<file path="config.mk">
export PLATFORM = sky130hd
export DESIGN_NAME = ifu_flat
export DESIGN_NICKNAME = d
export VERILOG_FILES = /design/src/rtl/ifu_if.sv /design/src/rtl/ifu.sv /design/src/flat_wrapper.sv
export SDC_FILE = /design/constraint.sdc
export NUM_CORES = 1
export LEC_CHECK = 0
export ABC_AREA = 1
export BUFFER_PORTS_ARGS = -buffer_cell sky130_fd_sc_hd__buf_2
export CORE_MARGIN = 4
export CORE_UTILIZATION = 40
export DETAILED_ROUTE_END_ITERATION = 6
export GPL_TIMING_DRIVEN = 0
export PLACE_DENSITY = 0.66
export SLEW_MARGIN = 5
export SYNTH_ARGS = -nofsm -noshare
export SYNTH_HDL_FRONTEND = slang
export SYNTH_SLANG_ARGS = --single-unit
</file>
<file path="constraint.sdc">
create_clock -name clk -period 2.68 [get_ports clk]
set_clock_uncertainty 0.2 [all_clocks]
set_input_delay 0.402 -clock clk [delete_from_list [all_inputs] [get_ports clk]]
set_output_delay 0.402 -clock clk [all_outputs]
set_load 0.03 [all_outputs]
</file>
<file path="src/rtl/ifu_if.sv">
// Instruction fetch bus: memory request/response plus the held
// instruction handed to the decode consumer.
interface ifu_if;
  logic        imem_req;
  logic [31:0] imem_addr;
  logic        imem_ack;
  logic [31:0] imem_rdata;
  logic        instr_valid;
  logic        instr_ready;
  logic [31:0] instr;
  logic [15:0] imm16;
  logic [31:0] pc_out;

  modport master (
    output imem_req, imem_addr,
    input  imem_ack, imem_rdata,
    output instr_valid, instr, imm16, pc_out,
    input  instr_ready
  );

  modport slave (
    input  imem_req, imem_addr,
    output imem_ack, imem_rdata,
    input  instr_valid, instr, imm16, pc_out,
    output instr_ready
  );
endinterface

</file>
<file path="src/rtl/ifu.sv">
// Instruction fetch unit: fetches one word, holds it for the consumer,
// then computes the next PC (seq/branch/jump/register) or faults.
module ifu #(
  parameter logic [31:0] RESET_PC = 32'h0000_3000
) (
  input  logic        clk,
  input  logic        rst,
  ifu_if.master       bus,
  input  logic [1:0]  npc_sel,
  input  logic [31:0] ext_imm32,
  input  logic [31:0] rs_val,
  output logic        fault,
  output logic [31:0] fetch_cnt
);

  typedef enum logic [1:0] {
    S_FETCH = 2'd0,
    S_HOLD  = 2'd1,
    S_FAULT = 2'd2
  } state_t;

  state_t      r_state;
  state_t      w_next_state;
  logic [31:0] r_pc;
  logic [31:0] r_instr;
  logic [31:0] r_cnt;
  logic [31:0] w_pc4;
  logic [31:0] w_npc;
  logic        w_ld_instr;
  logic        w_ld_pc;

  assign w_pc4 = r_pc + 32'd4;

  always_comb begin
    w_npc = w_pc4;
    unique case (npc_sel)
      2'b00: w_npc = w_pc4;
      2'b01: w_npc = w_pc4 + {ext_imm32[29:0], 2'b00};
      2'b10: w_npc = {w_pc4[31:28], r_instr[25:0], 2'b00};
      2'b11: w_npc = rs_val;
      default: w_npc = w_pc4;
    endcase
  end

  always_comb begin
    w_next_state = r_state;
    w_ld_instr   = 1'b0;
    w_ld_pc      = 1'b0;
    case (r_state)
      S_FETCH: begin
        if (bus.imem_ack) begin
          w_next_state = S_HOLD;
          w_ld_instr   = 1'b1;
        end
      end
      S_HOLD: begin
        if (bus.instr_ready) begin
          // misaligned target keeps the old PC for post-mortem
          if (w_npc[1:0] == 2'b00) begin
            w_next_state = S_FETCH;
            w_ld_pc      = 1'b1;
          end else begin
            w_next_state = S_FAULT;
          end
        end
      end
      S_FAULT: w_next_state = S_FAULT;
      default: w_next_state = S_FAULT;
    endcase
  end

  always_ff @(posedge clk) begin
    if (rst) begin
      r_state <= S_FETCH;
      r_pc    <= RESET_PC;
      r_instr <= 32'h0000_0000;
      r_cnt   <= 32'h0000_0000;
    end else begin
      r_state <= w_next_state;
      if (w_ld_pc) begin
        r_pc <= w_npc;
      end
      if (w_ld_instr) begin
        r_instr <= bus.imem_rdata;
        r_cnt   <= r_cnt + 32'd1;
      end
    end
  end

  assign bus.imem_req    = (r_state == S_FETCH);
  assign bus.imem_addr   = r_pc;
  assign bus.instr_valid = (r_state == S_HOLD);
  assign bus.instr       = r_instr;
  assign bus.imm16       = r_instr[15:0];
  assign bus.pc_out      = r_pc;
  assign fault           = (r_state == S_FAULT);
  assign fetch_cnt       = r_cnt;

endmodule

</file>
<file path="src/flat_wrapper.sv">
// flat-port wrapper written by rule: the top's interface ports become plain ports
module ifu_flat 
#(
  parameter logic [31:0] RESET_PC = 32'h0000_3000
)
  (clk, rst, npc_sel, ext_imm32, rs_val, fault, fetch_cnt, bus_imem_req, bus_imem_addr, bus_imem_ack, bus_imem_rdata, bus_instr_valid, bus_instr, bus_imm16, bus_pc_out, bus_instr_ready);
  ifu_if bus_i ();
  input  logic clk;
  input  logic rst;
  input  logic [1:0] npc_sel;
  input  logic [31:0] ext_imm32;
  input  logic [31:0] rs_val;
  output logic fault;
  output logic [31:0] fetch_cnt;
  output wire logic [$bits(bus_i.imem_req)-1:0] bus_imem_req;
  output wire logic [$bits(bus_i.imem_addr)-1:0] bus_imem_addr;
  input wire logic [$bits(bus_i.imem_ack)-1:0] bus_imem_ack;
  input wire logic [$bits(bus_i.imem_rdata)-1:0] bus_imem_rdata;
  output wire logic [$bits(bus_i.instr_valid)-1:0] bus_instr_valid;
  output wire logic [$bits(bus_i.instr)-1:0] bus_instr;
  output wire logic [$bits(bus_i.imm16)-1:0] bus_imm16;
  output wire logic [$bits(bus_i.pc_out)-1:0] bus_pc_out;
  input wire logic [$bits(bus_i.instr_ready)-1:0] bus_instr_ready;
  assign bus_imem_req = bus_i.imem_req;
  assign bus_imem_addr = bus_i.imem_addr;
  assign bus_i.imem_ack = bus_imem_ack;
  assign bus_i.imem_rdata = bus_imem_rdata;
  assign bus_instr_valid = bus_i.instr_valid;
  assign bus_instr = bus_i.instr;
  assign bus_imm16 = bus_i.imm16;
  assign bus_pc_out = bus_i.pc_out;
  assign bus_i.instr_ready = bus_instr_ready;
  ifu #(.RESET_PC(RESET_PC)) u_core (.clk(clk), .rst(rst), .bus(bus_i), .npc_sel(npc_sel), .ext_imm32(ext_imm32), .rs_val(rs_val), .fault(fault), .fetch_cnt(fetch_cnt));
endmodule
</file>
**After elaboration in Yosys (flattened, before gate mapping)**

Cells that the tools add are included.

- Word-level logic and storage cells: 28
- Flip-flop bits (word level): 98
- Output and inout port bits: 147
- Input bits: 102

- $add $sub $neg: 3
- Reduce and logical (&&, ||, !) cells: 4
- Eq/ne operators: 7
- Muxes and demuxes: 10

Operators with widths:

| cell | count |
|---|---|
| 32-bit case mux with 4 select lines | 1 |
| 32-bit by 1-bit adder with 32-bit output (second input constant) | 1 |
| 32-bit by 3-bit adder with 32-bit output (second input constant) | 1 |
| 32-bit adder | 1 |
| 2-bit == test (second input constant) | 3 |
| 2-bit logical NOT | 3 |
| 2-bit two-way mux | 3 |
| 1-bit two-way mux | 5 |
| 2-bit by 1-bit == test with 1-bit output (second input constant) | 2 |
| 2-bit by 1-bit != test with 1-bit output (second input constant) | 2 |
| 2-bit case mux with 2 select lines | 1 |
| 2-bit AND reduction | 1 |

**Logic depth before layout (Yosys ltp)**

Gate-level depths: netlist of the first run.

- Depth after elaboration: 7
- Gate-level depth with buffers: 26
- Mapped depth without buffers: 26

**Worst setup path after synthesis of the first run**

No wires, ideal clock.

- Path kind: reg-to-reg
- Start: reg u_core.r_pc[3] (netlist: u_core.bus.imem_addr[3])
- End: reg u_core.r_pc[25] (netlist: u_core.bus.imem_addr[25])
- Slack: -0.555 ns
- Required time: 2.348 ns
- Arrival time: 2.902 ns
- Cell stages (with the launch flop): 23
- Library setup time: 0.132 ns
- Period minus slack after synthesis: 3.235 ns
- Buffers on the path: 0
- Cell sequence: dfxtp_1 -> ha_1 -> nand2_1 -> inv_1 -> nand2_1 -> nor3_2 -> nand2_1 -> nor2_1 -> nand3_1 -> nand2_1 -> inv_1 -> ha_1 -> nand2_1 -> nor2_1 -> inv_1 -> nor3_1 -> nand3_1 -> nand3_1 -> nand2_1 -> nand3_1 -> nand2_1 -> nand2_1 -> a21oi_1

- Word-level cells in the longest chain between the ends: 3

Ends and longest elaborated chain:

| item | line | source |
|---|---|---|
| from (decl) | ifu.sv:24 | `logic [31:0] r_pc;` |
| from (signal assigned) | ifu.sv:81 | `r_pc <= w_npc;` |
| 32-bit by 3-bit adder with 32-bit output * | ifu.sv:32 | `assign w_pc4 = r_pc + 32'd4;` |
| 32-bit adder | ifu.sv:38 | `2'b01: w_npc = w_pc4 + {ext_imm32[29:0], 2'b00};` |
| 32-bit case mux with 4 select lines * | ifu.sv:36 | `unique case (npc_sel)` |

Every way passes the cells marked *; elsewhere a longest branch is shown, timed or not.
A chain may end at the register's enable or synchronous reset.

**Worst setup path in the final report of the first run**

- Start: reg u_core.r_pc[10] (netlist: u_core.bus.imem_addr[10])
- End: reg u_core.r_pc[15] (netlist: u_core.bus.imem_addr[15])

Same word-level chain as after synthesis.

==> results.py, run 1 <==
metrics = {
    "sta": {
        "worst_pin_slew_ns": 0.8615,
        "drv_slew": 0,
        "slew_headroom_pct": 42.57,
        "finalSetupViolations": 25,
        "hold_viol_final": 0,
        "rsz0062_at_grt": "true",
        "finalCritPeriodShare_pct": 119.9,
        "fmax_mhz": 311.3,
        "worst_slack_ns": -0.5328,
        "post-route-min-period_ns": 3.213,
    },
    "critical_path": {
        "slowest_stage": "dfxtp_4",
        "r2r-start": "u_core.bus.imem_addr[10]$_SDFFE_PP0P_",
        "worstPathCellList": "clkinvlp_4 -> nor3_4 -> nand2_2 -> nor3_4 -> xor2_1 -> inv_2 -> ha_4 -> nand2_4 -> inv_4 -> nand2_4 -> nand3_4 -> a21oi_4 -> nand2_4 -> buf_6 -> a21oi_4 -> o21ai_4 -> nand4_1 -> o211ai_1 -> inv_1",
        "r2r_slack_ns": -0.53,
        "slowest_delay_ns": 0.42,
        "timing.critical_path.fanout_max": 5,
        "r2r_end": "u_core.bus.imem_addr[15]$_SDFFE_PP0P_",
        "endpoint": "u_core.bus.imem_addr[15]$_SDFFE_PP0P_",
        "crit_path_end_kind": "register",
        "arrival_ns": 3.31,
        "crit_required_ns": 2.77,
        "crit_path_start_kind": "register",
        "rr_worst_depth": 19,
        "cpMostUsedCell": "nand2_4",
        "path_class": "reg2reg",
        "cp-startpoint": "u_core.bus.imem_addr[10]$_SDFFE_PP0P_",
    },
    "worst_hold_path": {
        "hp-class": "in2reg",
    },
    "cells_and_area": {
        "antennaDiodeCount": 0,
        "area_delta_synth_final_pct": 56.57,
        "layout_common_cells": "buf_2, nand2_1, inv_1",
        "final_common_cell": "buf_2",
        "drive_above_1_share_pct": 46.59,
        "layout.cells.non_filler": 1952,
        "stdcell_area_mm2": 0.01265,
        "nets": 1821,
    },
    "drt": {
        "avgRoutedWirePerCell_um": 19.02,
        "first_pass_iters": 6,
        "ant_nets": 0,
        "totalWireLength_um": 37130,
        "vias": 10540,
        "drc": 0,
        "via_per_inst": 5.398,
        "initialDrtViolationCount": 883,
    },
    "synthesis": {
        "syn_avg_cell_area_um2": 6.030,
        "ys_ff_latch": 98,
        "synth_top_area_cell": "dfxtp_1",
        "synth-seq-area-share_pct": 24.28,
        "synth_ff_type": "dfxtp_1",
        "synth_cells": 1340,
        "synth_edf_count": 0,
        "synth_top_area_share_pct": 24.28,
        "syn_nets": 1479,
        "yosysUniqueCellTypes": 46,
        "async_reset_ff_share_pct": 0,
        "ys_warn_count": 0,
        "synthTopCellsByArea": "dfxtp_1, nand2_1, inv_1",
        "netlist_area_mm2": 0.008080,
    },
    "floorplanning": {
        "rows": 51,
        "core_mm2": 0.01965,
        "die_w_um": 150.1,
        "die-area_mm2": 0.02254,
        "io_pins": 249,
        "start_util_pct": 41.11,
        "die_height_um": 150.1,
    },
    "cts": {
        "clock_tree.root_cell": "clkbuf_16",
        "clock_sinks": 98,
        "tritoncts": "yes",
        "cts_buffers": 9,
        "cts.path.max_buffers": 2,
        "htreeDepth": 3,
        "clkTransAtPathRegs_ns": 0.08,
        "cts_hold_buf": 0,
        "clk_latency_ns": 0.36,
    },
    "placed_design": {
        "dp.cells": 1849,
        "dp.final_hpwl_um": 27100,
        "placed_cell_area_mm2": 0.009831,
        "portBuffers": 244,
        "globalplace.congestion": 0.9588,
    },
    "global_routing": {
        "grt_pass1_wl_um": 51720,
        "track_usage_pct": 29.80,
        "grt_max_degree": 19,
        "grt_pass1_vias": 9581,
        "antenna_found_initial": 0,
        "overflow": 0,
    },
    "run": {
        "drv_cap": 0,
    },
    "run_status": {
        "status": "finished with violations",
        "violations": "negative setup slack",
    },
    "power_and_ir_drop": {
        "peakVddDrop_mv": 0.3329,
        "p_leak_nw": 6.260,
        "p_per_area_mw_per_mm2": 374.7,
    },
}
-- cell usage after synthesis, drive strengths merged (2+ instances only) --
master,n
a21oi,98
o21bai,5
nand3,75
dfxtp,98
o21ai,80
o221ai,3
and2,4
nor3,33
nand4,22
buf,55
xor2,24
nand3b,9
inv,198
nor2,164
nand2,366
or2,3
ha,36
nor4,5
a221oi,11
xnor2,2
o22ai,2
clkbuf,28
o21a,5
o211ai,6
-- area by class of cell --
type / count / area (um^2)
fillers: 1747 / 7003
flip-flops and latches: 98 / 2049
clock inverters: 6 / 78.83
plain buffers: 83 / 499.2
inverters: 198 / 778.2
multi-input cells: 961 / 6711
well taps: 265 / 331.6
repair buffers: 331 / 1952
clock buffers: 10 / 250.2
-- worst min-delay path by stage --
stage,depth (start not counted),slack (ns),to,startpoint
final,3,0.09,u_core.bus.instr[30]$_SDFFE_PP0P_,bus_imem_rdata[30]
after global placement,2,0.25,u_core.bus.instr[16]$_SDFFE_PP0P_,u_core.bus.instr[16]$_SDFFE_PP0P_
after detailed placement,2,0.25,u_core.bus.instr[16]$_SDFFE_PP0P_,u_core.bus.instr[16]$_SDFFE_PP0P_
after CTS,3,0.09,u_core.bus.instr[31]$_SDFFE_PP0P_,bus_imem_rdata[31]
after floorplan,2,0.34,u_core.bus.imem_addr[6]$_SDFFE_PP0P_,u_core.bus.imem_addr[6]$_SDFFE_PP0P_
after global routing,3,0.1,u_core.bus.instr[24]$_SDFFE_PP0P_,bus_imem_rdata[24]
-- power breakdown --
group	leakage (nW)	internal, W	switching [W]
logic	5.28	0.000613	0.00105
registers	0.817	0.00151	0.000107
clock network	0.162	0.000800	0.000659
total	6.26	0.00293	0.00182
-- kinds of logic after synthesis --
group	after synthesis	synth area share [%]
simple gates	683	37.04
buf+inv	281	15.38
compound gates	215	14.66
flops	98	24.28
fa+ha+maj	37	5.822
xor+xnor	26	2.818
-- registers in the layout, summed over array words and instances, names as in the netlist --
| signal | count |
|---|---|
| u_core.fetch_cnt | 32 |
| u_core.bus.instr | 32 |
| u_core.r_state | 2 |
| u_core.bus.imem_addr | 32 |
-- timing repair --
action | CTS | global route
buffers inserted | 47 | 41
pin swaps | 59 | 108
gates resized for setup | 204 | 232
setup endpoints to repair | 25 | 25
hold endpoints to repair | 0 | 0
-- through the flow --
step           setup WS (ns)  hold slack (ns)  utilization [%]  total power [W]  setup TNS, ns
2_1_floorplan       -0.05122           0.3379                -         0.002405        -0.1576
3_3_place_gp         -0.6378           0.2516            50.02         0.002832         -11.49
3_5_place_dp         -0.6427           0.2523            50.02         0.002839         -11.98
4_1_cts              -0.4243          0.08831            58.28         0.004469         -5.950
5_1_grt              -0.7027          0.09884            64.37         0.004911         -12.23
6_report             -0.5328          0.08870            64.37         0.004741         -8.591
-- critical path: cells and delay by family, from the launching register on --
family / cells / cell delay (ns)
adder cells (fa/ha/maj): 1 / 0.29
XOR/XNOR: 1 / 0.21
AND/OR/NAND/NOR: 8 / 1.03
AO/OA/AOI/OAI: 4 / 0.49
flip-flops: 1 / 0.42
buffers and inverters: 5 / 0.51
-- layer usage --
| metal | vias up | routed length, um | track usage (%) |
|---|---|---|---|
| li1 | 4929 | - | - |
| met2 | 604 | 17130 | 48.86 |
| met4 | 0 | 1937 | 13.31 |
| met5 | - | 0 | 0 |
| met3 | 151 | 3526 | 5.087 |
| met1 | 4852 | 14540 | 38.46 |
(Power assumes the default switching activity.)
==> run 2: changes to the inputs <==
Settings changed: BUFFER_PORTS_ARGS -buffer_cell sky130_fd_sc_hd__buf_2 to default, DONT_BUFFER_PORTS from default to 1, PLACE_DENSITY 0.66 to 0.55, REMOVE_ABC_BUFFERS from default to 1.
==> run 2 against run 1 <==
Net effect:
- the run ends with negative hold slack, negative setup slack left
- fmax shrank 4.4%
- flip-flop and latch count unchanged
- die area is the same
- via count shrank 17%
- sequential share of layout area up 3.2 points
- non-clock buffer count fell by 332
- cell area is 16% lower
- highest routed layer is now met5
==> results.py, run 2 (synthesis gave the netlist of run 1 again) <==
metrics = {
    "cts": {
        "clock_tree.root_cell": "clkbuf_16",
        "tritoncts": "yes",
        "clock_sinks": 98,
        "cts_buffers": 9,
        "cts_hold_buf": 10,
        "htreeDepth": 3,
        "cts.path.max_buffers": 2,
        "clkTransAtPathRegs_ns": 0.07,
        "clk_latency_ns": 0.35,
    },
    "run_status": {
        "status": "finished with violations",
        "violations": "negative hold slack, negative setup slack",
    },
    "drt": {
        "avgRoutedWirePerCell_um": 18.88,
        "initialDrtViolationCount": 470,
        "first_pass_iters": 5,
        "drc": 0,
        "ant_nets": 0,
        "via_per_inst": 5.379,
        "vias": 8730,
        "totalWireLength_um": 30640,
    },
    "cells_and_area": {
        "layout_common_cells": "nand2_1, inv_1, nor2_1",
        "area_delta_synth_final_pct": 32.29,
        "nets": 1492,
        "finalCoreUtilization_pct": 54.39,
        "antennaDiodeCount": 0,
        "drive_above_1_share_pct": 32.55,
        "layout.cells.non_filler": 1623,
        "final_common_cell": "nand2_1",
    },
    "critical_path": {
        "crit_path_start_kind": "register",
        "slowest_stage": "dfxtp_4",
        "path_class": "reg2reg",
        "r2r-start": "u_core.bus.imem_addr[8]$_SDFFE_PP0P_",
        "crit_required_ns": 2.76,
        "slowest_delay_ns": 0.51,
        "crit_path_end_kind": "register",
        "timing.critical_path.fanout_max": 5,
        "arrival_ns": 3.44,
        "cp-startpoint": "u_core.bus.imem_addr[8]$_SDFFE_PP0P_",
        "worstPathCellList": "clkinvlp_4 -> nor3_4 -> nand2_2 -> nor2_1 -> nand2_1 -> xor2_2 -> inv_2 -> ha_4 -> nand2_4 -> nor2_4 -> nand2_2 -> nor3_1 -> nand2_1 -> nand3_2 -> nand3_2 -> nand2_2 -> nand2_1 -> a21oi_1",
    },
    "worst_hold_path": {
        "hp-start": "rst",
        "hp-class": "in2reg",
    },
    "placed_design": {
        "dpl_worst_slack_ns": -1.537,
        "globalplace.congestion": 0.9225,
        "portBuffers": 0,
        "dp.final_hpwl_um": 21980,
        "dp.cells": 1524,
    },
    "power_and_ir_drop": {
        "p_leak_nw": 4.697,
        "seqPwrFrac_pct": 43.1,
        "switching_share_pct": 36.85,
        "p_per_area_mw_per_mm2": 397.5,
        "p_int_w": 0.002683,
        "power_switching_w": 0.001566,
        "peakVddDrop_mv": 0.3046,
        "p_clk_share_pct": 32.2,
        "power.total_w": 0.004249,
        "power_frac_comb_pct": 24.7,
    },
    "floorplanning": {
        "io_pins": 249,
        "die_height_um": 150.1,
        "die-area_mm2": 0.02254,
        "start_util_pct": 41.11,
        "core_mm2": 0.01965,
        "die_w_um": 150.1,
        "rows": 51,
    },
    "global_routing": {
        "grt_max_degree": 50,
        "grt_pass1_wl_um": 44690,
        "overflow": 0,
        "antenna_found_initial": 1,
        "grt_pass1_vias": 8253,
        "track_usage_pct": 25.31,
    },
    "sta": {
        "hold_viol_final": 26,
        "fmax_mhz": 297.6,
        "drv_slew": 0,
        "finalSetupViolations": 25,
        "fin_hold_ws_ns": -0.08087,
        "finalCritPeriodShare_pct": 125.4,
        "rsz0062_at_grt": "true",
        "worst_slack_ns": -0.6797,
        "tns_ns": -10.33,
        "worst_pin_slew_ns": 1.184,
        "post-route-min-period_ns": 3.360,
        "slew_headroom_pct": 20.77,
    },
    "run": {
        "drv_cap": 0,
    },
}
==> run 2: final timing paths <==
check / to / cells past startpoint / slack, ns
setup / recovery: u_core.bus.imem_addr[29]$_SDFFE_PP0P_ / 18 / -0.68
hold / removal: u_core.fetch_cnt[20]$_SDFFE_PP0P_ / 1 / -0.08
setup reg to reg: u_core.bus.imem_addr[29]$_SDFFE_PP0P_ / 18 / -0.68
hold reg to reg: u_core.r_state[1]$_SDFFE_PP0P_ / 2 / 0.36
==> run 2: power groups by stage <==
stage               sequential [W]  clock, W  combinational (W)
floorplan                  0.00183         0           0.000490
global placement           0.00187         0           0.000652
detailed placement         0.00187         0           0.000663
CTS                        0.00183   0.00139           0.000861
global route               0.00184   0.00145            0.00115
finish                     0.00183   0.00137            0.00105
==> run 2: stage by stage <==
step / cell area [um^2] / hold slack [ns]
final: 10690 / -0.08087
after global routing: 10690 / -0.09932
after CTS: 9813 / -0.09533
after detailed placement: 7963 / 0.2818
after global placement: 7913 / 0.2798
after floorplan: 7581 / 0.2711
==> run 2: critical path, delay by kind of cell, from the launching register on <==
kind	cells	cell delay (ns)
compound gates	1	0.13
xor+xnor	1	0.17
fa+ha+maj	1	0.32
buf+inv	2	0.31
flops	1	0.51
simple gates	13	1.65
==> run 2: final cells by class <==
class                   instances  area, um^2
clock buffers                  11       242.7
clock inverters                 5       62.56
fillers                      1947        8965
inverters                     198       764.5
multi-input cells             964        6490
flip-flops and latches         98        2077
well taps                     265       331.6
repair buffers                 82       720.7
==> run 2: routing by layer <==
layer | part of all wire (%) | global-route usage (%) | vias to the layer above
li1 | - | - | 4291
met1 | 40 | 31.41 | 4083
met2 | 49 | 42.60 | 297
met3 | 7.9 | 6.743 | 57
met4 | 3.0 | 8.509 | 2
met5 | 0.023 | 0 | -
==> run 2: timing repair <==
item	CTS	global route
setup endpoints to repair	30	41
buffers inserted	50	29
cloned	0	3
hold endpoints to repair	37	26
resized for setup	301	160
pin swaps	81	64
